File: src/rtl/led_pattern_pkg.sv
// Shared encodings for the LED pattern engine: write-port modes, per-channel
// state machine states and the burst counter width.
package led_pattern_pkg;

  localparam int BURST_W = 4;

  typedef enum logic [1:0] {
    MODE_OFF   = 2'd0,
    MODE_ON    = 2'd1,
    MODE_BLINK = 2'd2,
    MODE_BURST = 2'd3
  } mode_e;

  typedef enum logic [2:0] {
    ST_OFF,
    ST_ON,
    ST_BLINK,
    ST_B_WAIT,
    ST_B_RUN
  } ch_state_e;

endpackage

File: src/rtl/led_channel.sv
// One LED channel: mode state machine, blink rate select and burst counter.
// Outputs are combinational; the top registers them.
module led_channel
  import led_pattern_pkg::*;
#(
  parameter int CNT_W  = 33,
  parameter int RATE_W = 6
) (
  input  logic               clk_i,
  input  logic               rst_i,
  input  logic [CNT_W-1:0]   cnt_i,
  input  logic               pwm_on_i,
  input  logic               wr_i,
  input  mode_e              mode_i,
  input  logic [RATE_W-1:0]  rate_i,
  input  logic [BURST_W-1:0] count_i,
  output logic               led_o,
  output logic               done_o
);

  ch_state_e          state_q, state_d;
  logic [RATE_W-1:0]  rate_q, rate_d, rate_wr;
  logic [BURST_W-1:0] left_q, left_d;
  logic               prev_q, prev_d;
  logic               phase, rise, fall, lit, done;

  assign phase   = cnt_i[rate_q];
  assign rise    = phase & ~prev_q;
  assign fall    = ~phase & prev_q;
  assign rate_wr = (int'(rate_i) >= CNT_W) ? RATE_W'(CNT_W - 1) : rate_i;

  always_comb begin
    state_d = state_q;
    rate_d  = rate_q;
    left_d  = left_q;
    prev_d  = phase;
    lit     = 1'b0;
    done    = 1'b0;

    unique case (state_q)
      ST_OFF:   lit = 1'b0;
      ST_ON:    lit = 1'b1;
      ST_BLINK: lit = phase;
      // The rising edge itself is the first lit cycle of the burst.
      ST_B_WAIT: begin
        lit = rise;
        if (rise) state_d = ST_B_RUN;
      end
      ST_B_RUN: begin
        lit = phase;
        if (fall) begin
          left_d = left_q - BURST_W'(1);
          if (left_q == BURST_W'(1)) begin
            state_d = ST_OFF;
            done    = 1'b1;
          end
        end
      end
      default: state_d = ST_OFF;
    endcase

    // A write overrides whatever the burst logic decided this cycle.
    if (wr_i) begin
      done   = 1'b0;
      rate_d = rate_wr;
      prev_d = cnt_i[rate_wr];
      unique case (mode_i)
        MODE_OFF:   state_d = ST_OFF;
        MODE_ON:    state_d = ST_ON;
        MODE_BLINK: state_d = ST_BLINK;
        MODE_BURST: begin
          if (count_i != '0) begin
            state_d = ST_B_WAIT;
            left_d  = count_i;
          end else begin
            state_d = ST_OFF;
            done    = 1'b1;
          end
        end
        default: state_d = ST_OFF;
      endcase
    end
  end

  always_ff @(posedge clk_i) begin
    if (rst_i) begin
      state_q <= ST_OFF;
      rate_q  <= '0;
      left_q  <= '0;
      prev_q  <= 1'b0;
    end else begin
      state_q <= state_d;
      rate_q  <= rate_d;
      left_q  <= left_d;
      prev_q  <= prev_d;
    end
  end

  assign led_o  = lit & pwm_on_i;
  assign done_o = done;

endmodule

File: src/rtl/led_pattern_engine.sv
// Multi-channel LED driver: free-running counter, global PWM duty, write
// decode and registered LED / burst_done outputs around per-channel engines.
module led_pattern_engine
  import led_pattern_pkg::*;
#(
  parameter  int CHANNELS = 8,
  parameter  int CNT_W    = 33,
  parameter  int PWM_W    = 8,
  localparam int CH_W     = (CHANNELS > 1) ? $clog2(CHANNELS) : 1,
  localparam int RATE_W   = $clog2(CNT_W)
) (
  input  logic                CLOCK_50,
  input  logic                RESET,
  input  logic                cfg_wr,
  input  logic [CH_W-1:0]     cfg_ch,
  input  logic [1:0]          cfg_mode,
  input  logic [RATE_W-1:0]   cfg_rate,
  input  logic [BURST_W-1:0]  cfg_count,
  input  logic                duty_wr,
  input  logic [PWM_W-1:0]    duty,
  output logic [CHANNELS-1:0] LEDG,
  output logic [CHANNELS-1:0] burst_done
);

  logic [CNT_W-1:0]    cnt_q, cnt_d;
  logic [PWM_W-1:0]    duty_q, duty_d;
  logic [CHANNELS-1:0] led_q, done_q;
  logic [CHANNELS-1:0] wr_en, led_d, done_d;
  logic                pwm_on;

  assign cnt_d  = cnt_q + CNT_W'(1);
  assign duty_d = duty_wr ? duty : duty_q;
  // All-ones duty bypasses the compare so full brightness has no dark slot.
  assign pwm_on = (&duty_q) | (cnt_q[PWM_W-1:0] < duty_q);

  for (genvar i = 0; i < CHANNELS; i++) begin : g_ch
    assign wr_en[i] = cfg_wr && (cfg_ch == CH_W'(i));

    led_channel #(
      .CNT_W  (CNT_W),
      .RATE_W (RATE_W)
    ) u_ch (
      .clk_i    (CLOCK_50),
      .rst_i    (RESET),
      .cnt_i    (cnt_q),
      .pwm_on_i (pwm_on),
      .wr_i     (wr_en[i]),
      .mode_i   (mode_e'(cfg_mode)),
      .rate_i   (cfg_rate),
      .count_i  (cfg_count),
      .led_o    (led_d[i]),
      .done_o   (done_d[i])
    );
  end

  always_ff @(posedge CLOCK_50) begin
    if (RESET) begin
      cnt_q  <= '0;
      duty_q <= '1;
      led_q  <= '0;
      done_q <= '0;
    end else begin
      cnt_q  <= cnt_d;
      duty_q <= duty_d;
      led_q  <= led_d;
      done_q <= done_d;
    end
  end

  assign LEDG       = led_q;
  assign burst_done = done_q;

endmodule

File: config.mk
export PLATFORM = sky130hd
export DESIGN_NAME = led_pattern_engine
export DESIGN_NICKNAME = d
export VERILOG_FILES = /design/src/rtl/led_pattern_pkg.sv /design/src/rtl/led_channel.sv /design/src/rtl/led_pattern_engine.sv
export SDC_FILE = /design/constraint.sdc
export NUM_CORES = 1
export LEC_CHECK = 0
export CAP_MARGIN = 20
export CORE_MARGIN = 5
export CORE_UTILIZATION = 55
export CTS_CLUSTER_DIAMETER = 50
export CTS_CLUSTER_SIZE = 16
export DETAILED_ROUTE_END_ITERATION = 16
export PLACE_DENSITY = 0.76
export SLEW_MARGIN = 0
export SYNTH_ARGS = -nofsm -noshare
export SYNTH_HDL_FRONTEND = slang
export SYNTH_HIERARCHICAL = 1
export SYNTH_SLANG_ARGS = --single-unit
File: constraint.sdc
create_clock -name CLOCK_50 -period 2.3 [get_ports CLOCK_50]
set_input_delay 0.23 -clock CLOCK_50 [delete_from_list [all_inputs] [get_ports CLOCK_50]]
set_output_delay 0.23 -clock CLOCK_50 [all_outputs]
set_load 0.01 [all_outputs]
==> flow_metrics.env <==
export IMPL_grt_max_degree=49
export IMPL_cts_setup_buffers=0
export IMPL_synth_nets=1694
export IMPL_grt_pass1_vias=14400
export IMPL_wl_um=47000
export IMPL_crit_chain="ha_1 -> a21o_1 -> a21o_1 -> a21oi_1 -> o32a_1 -> buf_4 -> a21boi_1 -> nor2b_1"
export IMPL_wl_met2_um=20700
export IMPL_crit_slowest_cell="dfxtp_1"
export IMPL_dp_hpwl_um=30700
export IMPL_rsz0062_at_grt="false"
export IMPL_tns_ns=0
export IMPL_hold_depth=2
export IMPL_synth_area_um2=14000
export IMPL_critPathLaunchType="flip-flop"
export IMPL_drc=0
export IMPL_synthesis_instances=1643
export IMPL_critPathMaxStageDelay_ns=0.46
export IMPL_wl_met1_um=17800
export IMPL_synth_edf_count=0
export IMPL_period_needed_ns=2.20
export IMPL_ys_seq_area_share_pct=24.1
export IMPL_p_per_area_nw_per_um2=432
export IMPL_cts_max_path_buffers=2
export IMPL_final_antenna_net_count=0
export IMPL_clkSlewWorstSetupHoldPaths_ns=0.08
export IMPL_regArea_um2=3380
export IMPL_start_util_pct=55.8
export IMPL_via_per_inst=6.96
export IMPL_die_area_um2=28800
export IMPL_dp_cells=2109
export IMPL_ys_warn_count=6
export IMPL_ff2ff_path_depth=8
export IMPL_routed_wl_met3_um=5620
export IMPL_fin_worst_skew_ns=0.0148
export IMPL_endpoint_kind="flip-flop"
export IMPL_clock_latency_ns=0.45
export IMPL_critical_path_max_fanout=5
export IMPL_wl_per_cell_um=21.9
export IMPL_grt_use_total_pct=31.8
export IMPL_cts_buffers_inserted=17
export IMPL_fmax_mhz=454
export IMPL_fillerInstances=1981
export IMPL_relSlewSlack_pct=46.3
export IMPL_syn_area_per_cell_um2=8.55
export IMPL_antenna_cells=0
export IMPL_fin_cells=2141
export IMPL_worstPathArrival_ns=2.58
export IMPL_synth_top_area_cell="dfxtp_1"
export IMPL_gp_congestion=0.956
export IMPL_total_power_uw=7250
export IMPL_first_iter_violations=1887
export IMPL_synth_area_leaders="dfxtp_1 24%, mux2i_1 13%, mux4_1 4.5%"
export IMPL_grt_ovfl_total=0
export IMPL_multi_input_area_um2=9860
export IMPL_hold_viol_final=0
export IMPL_tightestPinTransition_ns=0.805
export IMPL_chipHeight_um=170
export IMPL_clkSinkCount=169
export IMPL_die_w_um=170
export IMPL_crit_required_ns=2.68
export IMPL_crit_type="flip-flop to flip-flop"
export IMPL_cts_resized=0
export IMPL_maxSlewViolCount=0
export IMPL_firstDrtPassIters=6
export IMPL_highest_layer="met4"
export IMPL_area_growth_pct=19.4
export IMPL_synth_async_reset_ratio_pct=0
export IMPL_p_leak_uw=0.00621
export IMPL_antenna_found_initial=0
export IMPL_reg2reg_from="cnt_q[5]"
export IMPL_ys_dominant_reg_cell="dfxtp_1"
export IMPL_critPathLaunch="cnt_q[5]"
export IMPL_synth_top_area_share_pct=24.1
export IMPL_ioPinCount=43
export IMPL_synth_seq_cells=169
export IMPL_synth_cell_types=67
export IMPL_rrSetupSlack_ns=0.1
export IMPL_max_vdd_ir_drop_mv=0.391
export IMPL_maxCapViolCount=0
export IMPL_nNetsFinal=1849
export IMPL_cts_hold_buf=0
export IMPL_row_count=58
export IMPL_finalSetupViolations=0
export IMPL_fin_crit_sh_pct=95.7
export IMPL_cp_common_cell="a21o_1"
export IMPL_drive_gt1_share_pct=16.0
export IMPL_cts_root_buf="clkbuf_16"
export IMPL_hold_path_class="input pin to flip-flop"
export IMPL_hold_path_startpoint="RESET"
export IMPL_status="finished clean"
export IMPL_grt_pass1_wl_um=74800
export IMPL_core_area_um2=25200
export IMPL_htree_num_levels=4
export IMPL_portBuffers=42
export IMPL_cts_tree="yes"
export IMPL_routed_via_count=14900
[final cells by class]
| type | count | share of cell area (%) |
|---|---|---|
| inverter | 82 | 1.84 |
| sequential | 169 | 20.2 |
| clock buffer | 18 | 2.56 |
| multi-input combinational | 1323 | 58.8 |
| clock inverter | 14 | 1.20 |
| tap | 330 | 2.46 |
| timing repair buffer | 205 | 13.0 |
[state kept, by name, indices dropped and copies added (netlist names)]
signal,count
cnt_q,33
LEDG,8
g_ch.u_ch/prev_q,8
g_ch.u_ch/left_q,32
duty_q,8
g_ch.u_ch/rate_q,48
g_ch.u_ch/state_q,24
burst_done,8
[cells in the final DEF, fill, tap and decap left out, drive strengths merged, types with 9 or more instances in the layout]
cell type      instances
nor4                  11
nand2b                44
nor4bb                16
inv                   90
buf                  167
nand3                 84
a31o                   9
nand2                117
nor2                 101
clkdlybuf4s50         38
clkbuf                18
dfxtp                169
mux4                  32
mux2i                177
a31oi                 32
xnor2                 13
and2                  11
a22oi                 72
mux2                  24
o22ai                 32
or3                   14
o21ai                 63
or4                   27
a21oi                 60
and3                  23
o211ai                39
o31ai                 18
a22o                  24
a32oi                 16
nor3b                 16
nor3                  36
nand4                 24
ha                    24
o221ai                16
o31a                   9
or2                    9
nor2b                 57
a21o                  11
[per-layer routing]
metal / global-route usage (%) / up-vias
li1: - / 6640
met1: 40.1 / 6961
met2: 50.6 / 1029
met3: 6.99 / 276
met4: 17.9 / 0
met5: 0 / -
[through the flow]
step | setup slack, ns | instance area, µm² | hold WS, ns | util (%)
2_1_floorplan | 0.306 | 14000 | 0.347 | -
5_1_grt | 0.0320 | 16800 | 0.332 | 66.6
3_3_place_gp | -0.121 | 16100 | 0.474 | 64.1
6_report | 0.0989 | 16800 | 0.300 | 66.6
3_5_place_dp | -0.197 | 16100 | 0.476 | 64.1
4_1_cts | 0.151 | 16800 | 0.298 | 66.6
[Yosys cell counts, types with 17 or more instances]
cell type / instances
o211ai_1: 39
o21ai_0: 55
nor2b_1: 49
inv_1: 81
nand4_1: 22
nor2_1: 101
and3_1: 22
nand3_1: 83
or4_1: 26
ha_1: 24
nand2b_1: 44
mux2i_1: 177
buf_6: 17
a22oi_2: 24
a22oi_1: 48
nor3_1: 36
o31ai_1: 18
a31oi_1: 32
a22o_1: 24
mux2_2: 24
clkbuf_1: 25
dfxtp_1: 169
mux4_1: 24
a21oi_1: 60
o22ai_1: 32
nand2_1: 117
[power breakdown]
group	internal (µW)	switching [µW]	total [µW]
Combinational	444	617	1060
Sequential	2970	54.3	3030
Clock	1760	1400	3160
Total	5180	2070	7250
[worst max-delay path, delay by kind of cell, from the launching register on]
| kind | cells | cell delay, ns |
|---|---|---|
| adder cells (fa/ha/maj) | 1 | 0.29 |
| buffers and inverters | 1 | 0.23 |
| AO/OA/AOI/OAI | 5 | 0.96 |
| AND/OR/NAND/NOR | 1 | 0.18 |
| flip-flops | 1 | 0.46 |
[cells by family (layout without fill, tap and decap cells)]
group / Yosys count / count (layout) / synth area share (%)
AO/OA/AOI/OAI: 444 / 444 / 22.7
XOR/XNOR: 19 / 19 / 1.18
adder cells (fa/ha/maj): 24 / 24 / 2.14
buffers and inverters: 151 / 319 / 5.82
flip-flops: 169 / 169 / 24.1
multiplexers: 233 / 233 / 20.3
AND/OR/NAND/NOR: 603 / 603 / 23.8
[final timing paths]
check | to
setup / recovery | LEDG[5]
hold / removal | g_ch[1].u_ch/rate_q[2]
setup reg to reg | LEDG[5]
hold reg to reg | g_ch[6].u_ch/rate_q[4]
Power figures use the tool's default switching activity.
